<file path="config.mk">
export PLATFORM = sky130hd
export DESIGN_NAME = fetch_ctrl
export DESIGN_NICKNAME = d
export VERILOG_FILES = /design/src/rtl/fetch_ctrl.sv
export SDC_FILE = /design/constraint.sdc
export NUM_CORES = 1
export LEC_CHECK = 0
export ABC_AREA = 1
export BUFFER_PORTS_ARGS = -buffer_cell sky130_fd_sc_hd__buf_2
export CAP_MARGIN = 20
export CELL_PAD_IN_SITES_DETAIL_PLACEMENT = 0
export CELL_PAD_IN_SITES_GLOBAL_PLACEMENT = 1
export CORE_MARGIN = 8
export CORE_UTILIZATION = 25
export DETAILED_ROUTE_END_ITERATION = 6
export GPL_ROUTABILITY_DRIVEN = 1
export PLACE_DENSITY = 0.62
export SKIP_CTS_REPAIR_TIMING = 1
export SYNTH_ARGS = -nofsm -noshare
export SYNTH_HDL_FRONTEND = slang
export SYNTH_SLANG_ARGS = --single-unit
</file>
<file path="constraint.sdc">
create_clock -name clk -period 1.6 [get_ports clk]
set_clock_uncertainty 0.1 [all_clocks]
set_input_delay 0.08 -clock clk [delete_from_list [all_inputs] [get_ports clk]]
set_output_delay 0.08 -clock clk [all_outputs]
set_load 0.02 [all_outputs]
</file>
<file path="src/rtl/fetch_ctrl.sv">
// fetch_ctrl: sequencing controller for the instruction fetch stage.
// Drives fetch enable, jump select and jump target. Issues IF/ID and ID/EX
// flush pulses from stall, memory-wait, branch-resolution and halt requests.
// Optional build macro: FETCH_CTRL_PERF_EN builds the saturating stall_cycles
// counter. Without it, stall_cycles is tied to zero.
module fetch_ctrl #(
  parameter int unsigned RESET_HOLD_CYCLES = 2,
  parameter int unsigned XLEN              = 32
) (
  input  logic            clk,
  input  logic            rst,
  input  logic            stall_req,
  input  logic            mem_busy,
  input  logic            branch_taken,
  input  logic [XLEN-1:0] branch_target,
  input  logic            halt_req,
  input  logic            resume,
  output logic            fetch_en,
  output logic            jump,
  output logic [XLEN-1:0] jpc,
  output logic            flush_ifid,
  output logic            flush_idex,
  output logic            halted,
  output logic [15:0]     stall_cycles
);

  localparam logic [1:0] S_HOLD  = 2'd0;
  localparam logic [1:0] S_RUN   = 2'd1;
  localparam logic [1:0] S_REDIR = 2'd2;
  localparam logic [1:0] S_HALT  = 2'd3;

  localparam logic [3:0]      HOLD_INIT  = 4'(RESET_HOLD_CYCLES);
  // Redirect targets are word aligned; the two low bits are dropped.
  localparam logic [XLEN-1:0] ALIGN_MASK = {{(XLEN-2){1'b1}}, 2'b00};

  logic [1:0]      state_q, state_d;
  logic [3:0]      hold_cnt_q, hold_cnt_d;
  logic [XLEN-1:0] target_q, target_d;
  logic            halt_pend_q, halt_pend_d;
  logic            flush_q, flush_d;

  // Next-state decode and combinational fetch-stage controls.
  always_comb begin
    state_d     = state_q;
    hold_cnt_d  = hold_cnt_q;
    target_d    = target_q;
    halt_pend_d = halt_pend_q;
    flush_d     = 1'b0;
    fetch_en    = 1'b0;
    jump        = 1'b0;
    case (state_q)
      S_HOLD: begin
        // Requests are ignored until the hold period expires.
        if (hold_cnt_q <= 4'd1) begin
          state_d = S_RUN;
        end else begin
          hold_cnt_d = hold_cnt_q - 4'd1;
        end
      end
      S_RUN: begin
        fetch_en = ~(stall_req | mem_busy);
        if (branch_taken) begin
          // A branch outranks stalls and halts; a coincident halt waits
          // until the redirect has been taken.
          target_d    = branch_target & ALIGN_MASK;
          state_d     = S_REDIR;
          flush_d     = 1'b1;
          halt_pend_d = halt_pend_q | halt_req;
        end else if (halt_req) begin
          state_d = S_HALT;
        end
      end
      S_REDIR: begin
        jump     = 1'b1;
        fetch_en = ~mem_busy;
        if (halt_req) begin
          halt_pend_d = 1'b1;
        end
        if (!mem_busy) begin
          state_d     = (halt_pend_q | halt_req) ? S_HALT : S_RUN;
          halt_pend_d = 1'b0;
        end
      end
      S_HALT: begin
        if (resume) begin
          state_d = S_RUN;
        end
      end
      default: state_d = S_HOLD;
    endcase
  end

  // Control state registers; reset discards any pending redirect or halt.
  always_ff @(posedge clk or negedge rst) begin
    if (!rst) begin
      state_q     <= S_HOLD;
      hold_cnt_q  <= HOLD_INIT;
      target_q    <= '0;
      halt_pend_q <= 1'b0;
      flush_q     <= 1'b0;
    end else begin
      state_q     <= state_d;
      hold_cnt_q  <= hold_cnt_d;
      target_q    <= target_d;
      halt_pend_q <= halt_pend_d;
      flush_q     <= flush_d;
    end
  end

  assign jpc        = target_q;
  assign flush_ifid = flush_q;
  assign flush_idex = flush_q;
  assign halted     = (state_q == S_HALT);

`ifdef FETCH_CTRL_PERF_EN
  logic [15:0] stall_cycles_q;

  // Count RUN cycles in which fetch is held; saturate instead of wrapping.
  always_ff @(posedge clk or negedge rst) begin
    if (!rst) begin
      stall_cycles_q <= '0;
    end else if ((state_q == S_RUN) && !fetch_en && (stall_cycles_q != 16'hFFFF)) begin
      stall_cycles_q <= stall_cycles_q + 16'd1;
    end
  end

  assign stall_cycles = stall_cycles_q;
`else
  assign stall_cycles = 16'h0000;
`endif

endmodule

</file>
Yosys cells after proc, flatten, opt, wreduce, memory -nomap -nowiden
Cells that the tools add are included.
{"block": "word_totals", "ff_bits": 38, "in_bits": 39, "out_inout_bits": 53, "elab_cells": 42}
{"block": "classes", "n_addsub": 1, "n_lt_le_gt_ge": 1, "n_eq_ne": 9, "n_mux": 15, "bitwise_logic": 5, "reduce_logical": 6}
{"operator": "$mux 2", "n": 6}
{"operator": "$ne 2x2->1 const B", "n": 4}
{"operator": "$pmux 2 s4", "n": 1}
{"operator": "$mux 1", "n": 6}
{"operator": "$ne 3x3->1 const B", "n": 2}
{"operator": "$eq 2x2->1 const B", "n": 2}
{"operator": "$le 4x1->1 const B", "n": 1}
{"operator": "$pmux 1 s2", "n": 2}
{"operator": "$reduce_and 2->1", "n": 2}
{"operator": "$reduce_and 4->1", "n": 1}
{"operator": "$sub 4x1->4 const B", "n": 1}
{"operator": "$not 1->1", "n": 3}
{"operator": "$reduce_and 3->1", "n": 1}
{"operator": "$eq 2x1->1 const B", "n": 1}
{"operator": "$logic_not 2->1", "n": 1}
{"operator": "$or 1x1->1", "n": 2}
{"operator": "$reduce_bool 2->1", "n": 1}

Depth between registers and ports, before layout
Gate-level depths: netlist (run 1).
{"block": "depth", "depth_word": 4, "mapped_depth": 9, "depth_no_buf": 9}

Least setup slack after synthesis (run 1)
Ideal clock, no wire load.
{"block": "synth_timing", "path_kind": "register to register", "startpoint": "reg state_q[0]", "endpoint": "reg state_q[1]", "setup_time_ns": 0.116, "arrival_time_ns": 1.235, "required_time_ns": 1.384, "path_slack_ns": 0.148, "path_stages_with_launch": 9, "path_buffers": 0, "period_less_slack_ns": 1.452, "path_cell_list": "dfrtp_1 -> inv_1 -> ha_1 -> nand2_1 -> nand2_1 -> nor2_1 -> nand2_1 -> nand2_1 -> nand2_1"}
{"block": "synth_between", "elab_chain_len": 3, "word_cells_on_any_way": 10, "classes_between": "7 x eq/ne; 1 x mux; 2 x reduce/logical"}
{"item": "start, declared", "line_no": "36", "text": "logic [1:0] state_q, state_d;"}
{"item": "start signal, assigned", "line_no": "102", "text": "state_q <= state_d;"}
{"item": "$eq 2x1->1 (tied with other cells)", "line_no": "51", "text": "case (state_q)"}
{"item": "$ne 3x3->1 (no line) / $ne 2x2->1 (equally long branches)"}
{"item": "$reduce_and 4->1 (no line)"}
Parallel ways exist; a longest one is shown, timed or not.
A chain may end at the register's enable or synchronous reset.

Worst setup path after layout (run 1)
{"block": "layout_timing", "startpoint": "reg state_q[1]", "endpoint": "out fetch_en"}
{"block": "layout_between", "elab_chain_len": 2, "word_cells_on_any_way": 3, "classes_between": "2 x eq/ne; 1 x mux"}
{"item": "$eq 2x2->1 / $eq 2x1->1 (equally long branches)", "line_no": "51"}
{"item": "$pmux 1 s2 (*)", "line_no": "51"}
{"item": "end, declared", "line_no": "18", "text": "output logic fetch_en,"}
Every way passes the cells marked *; elsewhere a longest branch is shown, timed or not.

==> reports/summary.txt, run 1 <==
DR iter-0 viols: 42
Cell Int Power: 2630 µW
top-count cell post-synth: nand2_1
first-pass GRT wire length: 7090 µm
Tcrit/Tclk final: 1.00
Sw Pwr: 1910 µW
combinational share of power: 0.470
minimum clock period: 1.60 ns
Max-Cap Viols: 0
Reg power frac: 0.351
max-slew violations: 0
multi-input logic area: 723 µm²
share of layout cells above drive strength 1: 0.294
Peak Freq: 625 MHz
Total Die Area: 10200 µm²
Skew-Pair Late Insertion Delay: 0.28 ns
Switching Fraction: 0.421
vias in the first global route: 1517
die height: 101 µm
CTS sink cnt: 38
mux share of post-synthesis cell area: 0
Inserted Diodes: 0
clock network power share: 0.179
vias after detailed routing: 1598
post-DR wirelength/cell: 11.2 µm
Final setup viols: 1
Initial Util: 0.254
top_reg_cell synth: dfrtp_1
register bit total from synthesis: 38
fillcell total: 774
port buffer count: 71
Routed Wire Length: 4780 µm
die width: 101 µm
Worst Hold Class: input pin to flop
Yosys cell types: 20
crit end category: output port
RSZ-0062 raised after global routing: true
Synth Area in Simple Gates: 0.256
ys async rst share: 1.00
post-route antenna net violation count: 0
synthesized area per cell: 8.33 µm²
Reg clk slew, reported paths: 0.08 ns
slowest stage cell on the critical path: dfrtp_2
crit path cell chain: inv_2, ha_4, inv_2, nor2_1, o21ai_1, nor2_1, buf_4
Compound-Gate Fraction of Synth Area: 0.0372
main combinational cell family by area after synthesis: simple AND/OR/NAND/NOR gates
failing checks: negative setup slack
Synth Warn #: 0
Reg area: 953 µm²
dpl hpwl: 3440 µm
largest net degree at the start of global routing: 27
Clock Path Buffers: 2
top-area cell type share of the netlist area: 0.510
core area: 7140 µm²
area delta synth->final: 48.8%
sequential cell area fraction in the yosys report: 0.524
drc violations: 0
EDFF count, synth: 0
DP Area: 2240 µm²
count of final hold-check violations: 0
Post-Synth XOR/XNOR Area: 0.00482
CP required: 1.42 ns
final core occ: 0.379
Synth Instances: 218
site row count: 31
Placer Congestion: 0.727
cts bufs inserted: 5
Critical Path Source Type: flop
post-synthesis adder-cell area fraction: 0.0414
H-tree depth: 2
Synth area leaders: dfrtp_1, nand2_1, buf_4
Root Buffer: clkbuf_8
Final nets: 370
Worst EP arrival: 1.42 ns
Pleak: 0.00151 µW
post-route cell area: 2700 µm²
final setup margin: -0.000728 ns
Setup TNS: -0.000728 ns
Vias/cell: 3.76
mapped cell area: 1820 µm²
GRT Total Usage: 0.0880
top cell type by total area after synthesis: dfrtp_1
crit-path max FO: 4
initial antenna violation count: 0
status: finished with violations
Crit Path Category: flop to output port
slowest stage delay, CP: 0.45 ns
pwr/cell area: 1680 nW/µm²
GR Overflow Total: 0
CTS tree: built
IO Pins: 92
First-pass DRT Iterations: 4
Max VDD drop: 0.606 mV
top cells by count, synth: nand2_1, dfrtp_1, buf_4
## registers in the layout, indices dropped and copies added (netlist names)
register     flops
flush_idex       1
jpc             30
hold_cnt_q       4
halt_pend_q      1
state_q          2
## path summary, 6_finish.rpt
check,from,to,slack (ns),cells past startpoint
hold reg to reg,jpc[24],jpc[24],0.38,2
min in group asynchronous,rst,jpc[28],0.17,2
setup reg to reg,state_q[0],state_q[1],0.12,8
setup / recovery,state_q[1],fetch_en,-0.0007,7
hold / removal,halt_req,halt_pend_q,0.03,4
max in group asynchronous,rst,hold_cnt_q[1],0.68,3
## critical path: cells and delay by family, from the launching register on
kind                       cells  cell delay, ns
and+or+nand+nor                2            0.16
adders and majority gates      1            0.16
DFF                            1            0.45
AOI/OAI and AO/OA              1            0.06
buffers and inverters          3            0.29
## layout by cell type (no fill, tap or decap), types with 4 or more instances in the layout
master,n
buf_2,70
nand3_1,4
nor2_1,7
clkbuf_8,5
dlygate4sd3_1,31
dfrtp_1,36
conb_1,18
o21ai_1,4
buf_4,5
inv_2,4
inv_1,10
o21ai_0,4
nand2_1,107
## stage by stage
step / instances / setup WS (ns) / hold WS, ns / total power, µW
5_1_grt: 425 / -0.0787 / 0.0543 / 4920
2_1_floorplan: 235 / 0.148 / -0.316 / 2930
3_3_place_gp: 386 / 0.0948 / -0.0334 / 3600
3_5_place_dp: 386 / 0.0890 / -0.0390 / 3620
4_1_cts: 394 / -0.115 / -0.359 / 4460
6_report: 425 / -0.000728 / 0.0312 / 4530
## metal layers
metal	GRT usage	part of all wire	routed length [µm]	vias up
li1	-	-	-	834
met1	0.102	0.45	2150	710
met5	0	0	0	-
met3	0.0289	0.062	295	4
met4	0.0447	0.010	48	0
met2	0.143	0.48	2280	50
## power by group through the flow
stage	clock network [µW]	logic [µW]	registers (µW)
after CTS	853	2030	1580
final	811	2130	1590
after floorplan	0	893	2040
after detailed placement	0	2030	1590
after global placement	0	2010	1600
after global routing	885	2370	1660
## cell type report
type / count / area share
timing repair buffer: 108 / 0.273
inverter: 14 / 0.0195
sequential: 38 / 0.353
clock inverter: 2 / 0.0139
multi-input combinational: 158 / 0.268
tap: 99 / 0.0459
clock buffer: 6 / 0.0269
## cells by family (layout without fill, tap and decap cells)
family / after synthesis / after routing
compound gates: 12 / 12
xor+xnor: 1 / 1
fa+ha+maj: 6 / 6
buf+inv: 39 / 130
flops: 38 / 38
other cells: 1 / 18
simple gates: 121 / 121
(Power assumes the default switching activity.)
==> run 2, diff against run 1 <==
--- a/config.mk
+++ b/config.mk
@@ -14,6 +14,7 @@
 export CORE_UTILIZATION = 25
 export DETAILED_ROUTE_END_ITERATION = 6
 export GPL_ROUTABILITY_DRIVEN = 1
+export GPL_TIMING_DRIVEN = 0
 export PLACE_DENSITY = 0.62
 export SKIP_CTS_REPAIR_TIMING = 1
 export SYNTH_ARGS = -nofsm -noshare
==> run 2 against run 1 <==
- the run now ends clean
- via count increased by 6.0%
- cell count grew 4.9%
- die area unchanged
- register-to-register slack hardly changed
- sequential cell count is the same
- core utilization up 2.3 points
- design area is 6.1% higher
- first-iteration DRC count up 2.4%
- maximum frequency increased by 1.6%
- highest routed layer unchanged
==> reports/summary.txt, run 2 (synthesized netlist as in run 1, its figures left out) <==
count of final hold-check violations: 0 (unchanged)
Placer Congestion: 0.695 (-4.4%)
Tcrit/Tclk final: 0.984 (-0.0161)
Vias/cell: 3.80 (+1.0%)
Initial Util: 0.254 (unchanged)
cts bufs inserted: 5 (unchanged)
share of layout cells above drive strength 1: 0.352 (+0.0571)
crit path to: fetch_en
R2R Setup Slk: 0.13 ns (about the same)
Inserted Diodes: 0 (unchanged)
Skew-Pair Late Insertion Delay: 0.29 ns (about the same)
most frequent cells in the layout: nand2_1, buf_2, dfrtp_1
Rel. slew slack: 0.432
Critical Path Source Type: flop
Pleak: 0.00164 µW (+8.7%)
Placed Instances: 405 (+4.9%)
initial antenna violation count: 0 (unchanged)
FF-to-FF Start: state_q[1]
IO Pins: 92 (unchanged)
Reg clk slew, reported paths: 0.08 ns (about the same)
Clock Path Buffers: 2 (unchanged)
max reg flops: 30 (unchanged)
Peak Freq: 635 MHz (+1.6%)
RSZ-0062 raised after global routing: true
Root Buffer: clkbuf_8
crit end category: output port
Total Die Area: 10200 µm² (unchanged)
port buffer count: 71 (unchanged)
H-tree depth: 2 (unchanged)
Reg2Reg Depth: 8 (unchanged)
site row count: 31 (unchanged)
total power: 4730 µW (+4.4%)
CP required: 1.42 ns (about the same)
Cell Count, Final, Fillers Out: 446 (+4.9%)
first-pass GRT wire length: 7420 µm (+4.7%)
GRT Total Usage: 0.0914 (+0.00338)
Routed Wire Length: 4940 µm (+3.4%)
Worst Tran Pin Value: 0.853 ns
Final nets: 391 (+5.7%)
largest net degree at the start of global routing: 39 (+44%)
drc violations: 0 (unchanged)
DR iter-0 viols: 43 (+2.4%)
vias in the first global route: 1637 (+7.9%)
die height: 101 µm (unchanged)
First-pass DRT Iterations: 4 (unchanged)
most common cell after layout, fill and taps aside: nand2_1
crit-path max FO: 6 (+2)
dpl hpwl: 3440 µm (about the same)
terminus of the critical flop-to-flop path: state_q[1]
Final setup viols: 0 (-1)
Worst Hold Class: input pin to flop
GR Overflow Total: 0 (unchanged)
area delta synth->final: 57.8%
Max VDD drop: 0.705 mV (+16%)
Worst EP arrival: 1.39 ns (-0.03 ns)
pwr/cell area: 1650 nW/µm² (-1.6%)
Crit Path Category: flop to output port
status: complete, no violations
vias after detailed routing: 1694 (+6.0%)
post-route antenna net violation count: 0 (unchanged)
Max-Cap Viols: 0 (unchanged)
die width: 101 µm (unchanged)
minimum clock period: 1.57 ns (-0.0258 ns)
CTS sink cnt: 38 (unchanged)
core area: 7140 µm² (unchanged)
max-slew violations: 0 (unchanged)
CP Launch Point: state_q[1]
post-DR wirelength/cell: 11.1 µm (-1.5%)
CTS tree: built
run 2: worst max-delay path: stages, from the launching register on:
cell and delay, ns:
dfrtp_1 0.42, buf_4 0.15, ha_2 0.20, o21ai_1 0.14, nor2_1 0.05, buf_4 0.15
run 2: metrics by stage:
stage | worst slack, ns | util | TNS [ns] | hold slack, ns | instance area [µm²]
global placement | 0.0797 | 0.330 | 0 | 0.152 | 2360
finish | 0.0251 | 0.401 | 0 | 0.0253 | 2870
global route | -0.0600 | 0.401 | -0.0600 | 0.0404 | 2870
floorplan | 0.148 | - | 0 | -0.316 | 1880
CTS | -0.0993 | 0.350 | -0.0993 | -0.164 | 2500
detailed placement | 0.0709 | 0.330 | 0 | 0.162 | 2360
run 2: power by group:
group | internal [µW] | total, µW | leakage, µW | switching [µW]
logic | 814 | 2160 | 0.00110 | 1340
clock network | 625 | 981 | 0.0000683 | 356
registers | 1370 | 1590 | 0.000474 | 225
total | 2810 | 4730 | 0.00164 | 1930
run 2: area by class of cell:
class                   count  area [µm²]
flip-flops and latches     38         953
fillers                   770        4270
plain buffers              25         191
clock inverters             3        68.8
inverters                  14        52.6
well taps                  99         124
repair buffers            104         683
multi-input cells         158         723
clock buffers               5        68.8
run 2: how the worst min path moves through the flow:
stage / from / cells past startpoint / end
floorplan: rst / 0 / flush_idex
global placement: rst / 1 / state_q[1]
detailed placement: rst / 1 / state_q[0]
CTS: rst / 1 / halt_pend_q
global route: halt_req / 4 / halt_pend_q
finish: halt_req / 4 / halt_pend_q
run 2: routing by layer:
| layer | part of all wire | up-vias | track usage |
|---|---|---|---|
| met1 | 0.43 | 760 | 0.103 |
| met2 | 0.48 | 52 | 0.152 |
| li1 | - | 877 | - |
| met4 | 0.0095 | 0 | 0.0344 |
| met3 | 0.075 | 5 | 0.0371 |
| met5 | 0 | - | 0 |
==> run 3, diff against run 2 <==
--- a/config.mk
+++ b/config.mk
@@ -16,6 +16,7 @@
 export GPL_ROUTABILITY_DRIVEN = 1
 export GPL_TIMING_DRIVEN = 0
 export PLACE_DENSITY = 0.62
+export RECOVER_POWER = 25
 export SKIP_CTS_REPAIR_TIMING = 1
 export SYNTH_ARGS = -nofsm -noshare
 export SYNTH_HDL_FRONTEND = slang
==> run 3 against run 2 <==
- power shrank 1.7%
- cell count stayed put
- sequential cell count unchanged
- largest cell class unchanged
==> reports/summary.txt, run 3 (synthesized netlist as in run 1, its figures left out) <==
initial antenna violation count: 0 (unchanged)
CP required: 1.42 ns (about the same)
Crit Path Category: flop to output port
Critical Path Source Type: flop
Worst Hold Class: input pin to flop
cts bufs inserted: 5 (unchanged)
die width: 101 µm (unchanged)
site row count: 31 (unchanged)
dpl hpwl: 3440 µm (unchanged)
DR iter-0 viols: 42 (-2.3%)
H-tree depth: 2 (unchanged)
Tcrit/Tclk final: 0.984 (unchanged)
Max-Cap Viols: 0 (unchanged)
RSZ-0062 raised after global routing: true
max-slew violations: 0 (unchanged)
largest net degree at the start of global routing: 39 (unchanged)
First-pass DRT Iterations: 4 (unchanged)
CTS sink cnt: 38 (unchanged)
Worst Tran Pin Value: 0.853 ns (+0.0000605 ns)
GR Overflow Total: 0 (unchanged)
most common cell after layout, fill and taps aside: nand2_1
Final nets: 391 (unchanged)
Initial Util: 0.254 (unchanged)
Rel. slew slack: 0.432 (about the same)
first-pass GRT wire length: 7420 µm (unchanged)
delay-heaviest family, CP: flip-flops
post-route antenna net violation count: 0 (unchanged)
GRT Total Usage: 0.0914 (unchanged)
wire length on met2: 2370 µm (-0.21%)
fillcell total: 785 (+1.9%)
WHS: 0.0265 ns (+0.00120 ns)
DP Area: 2360 µm² (unchanged)
drc violations: 0 (unchanged)
total power: 4650 µW (-1.7%)
die height: 101 µm (unchanged)
vias after detailed routing: 1696 (+0.12%)
Skew-Pair Late Insertion Delay: 0.29 ns (about the same)
Routed Wire Length: 4950 µm (+0.22%)
Final setup viols: 0 (unchanged)
count of final hold-check violations: 0 (unchanged)
share of layout cells above drive strength 1: 0.274 (-0.0778)
Total Die Area: 10200 µm² (unchanged)
Met1 Wirelength: 2170 µm (+1.2%)
post-DR wirelength/cell: 11.1 µm (+0.22%)
crit end category: output port
Top Metal Used: met4
IO Pins: 92 (unchanged)
pwr/cell area: 1640 nW/µm² (-0.50%)
core area: 7140 µm² (unchanged)
crit-path max FO: 6 (unchanged)
post-route cell area: 2830 µm² (-1.2%)
Most common cell on crit path: buf_4
Reg clk slew, reported paths: 0.08 ns (about the same)
Peak Freq: 635 MHz (unchanged)
Vias/cell: 3.80 (+0.12%)
routed wl met3: 362 µm (-2.7%)
Root Buffer: clkbuf_8
CTS tree: built
status: complete, no violations
Inserted Diodes: 0 (unchanged)
area delta synth->final: 56.0%
crit path cell chain: buf_4, ha_2, o21ai_1, nor2_1, buf_4
slowest stage cell on the critical path: dfrtp_1
max reg flops: 30 (unchanged)
vias in the first global route: 1637 (unchanged)
port buffer count: 71 (unchanged)
minimum clock period: 1.57 ns (unchanged)
Pleak: 0.00155 µW (-5.4%)
Worst EP arrival: 1.39 ns (about the same)
slowest stage delay, CP: 0.42 ns (about the same)
most frequent cells in the layout: nand2_1, buf_2, dfrtp_1
Clock Path Buffers: 2 (unchanged)
CP bufs+invs: 2 (unchanged)
Max VDD drop: 0.673 mV (-4.5%)
Placer Congestion: 0.695 (unchanged)
-- run 3: cell count changes in the layout (fill, tap and decap cells not counted) --
cell / delta
buf_2: -27
clkbuf_1: +27
-- run 3: worst min-delay path, delay by kind of cell --
family	cells	cell delay, ns
AND/OR/NAND/NOR	1	0.05
AO/OA/AOI/OAI	2	0.13
buffers and inverters	1	0.11
-- run 3: stage by stage --
step | worst slack, ns | util | TNS [ns] | std cells
finish | 0.0251 | 0.397 | 0 | 446
detailed placement | 0.0709 | 0.330 | 0 | 405
CTS | -0.0993 | 0.350 | -0.0993 | 413
global placement | 0.0797 | 0.330 | 0 | 405
global route | -0.0600 | 0.397 | -0.0600 | 446
floorplan | 0.148 | - | 0 | 235
-- run 3: worst paths after layout --
path                       cells after the start        from           to  slack (ns)
hold reg to reg                                2     jpc[25]      jpc[25]        0.38
setup reg to reg                               8  state_q[1]   state_q[1]        0.13
hold / removal                                 4    halt_req  halt_pend_q        0.03
max in group asynchronous                      2         rst   state_q[0]        0.49
setup / recovery                               5  state_q[1]     fetch_en        0.03
min in group asynchronous                      2         rst   state_q[1]        0.33
-- run 3: cell type report --
| class | count | area, µm² | area share |
|---|---|---|---|
| clock buffers | 5 | 68.8 | 0.0243 |
| plain buffers | 25 | 191 | 0.0676 |
| well taps | 99 | 124 | 0.0437 |
| flip-flops and latches | 38 | 953 | 0.337 |
| repair buffers | 104 | 649 | 0.229 |
| inverters | 14 | 52.6 | 0.0186 |
| clock inverters | 3 | 68.8 | 0.0243 |
| multi-input cells | 158 | 723 | 0.255 |
-- run 3: power by group --
| group | leakage (µW) | internal [µW] | switching [µW] | total [µW] |
|---|---|---|---|---|
| Clock | 0.0000683 | 625 | 355 | 980 |
| Sequential | 0.000474 | 1370 | 235 | 1600 |
| Combinational | 0.00101 | 725 | 1350 | 2070 |
| Total | 0.00155 | 2720 | 1940 | 4650 |
-- run 3: layer usage --
| metal | track usage | vias to the layer above |
|---|---|---|
| met5 | 0 | - |
| met4 | 0.0344 | 0 |
| met3 | 0.0371 | 5 |
| met2 | 0.152 | 50 |
| met1 | 0.103 | 764 |
| li1 | - | 877 |
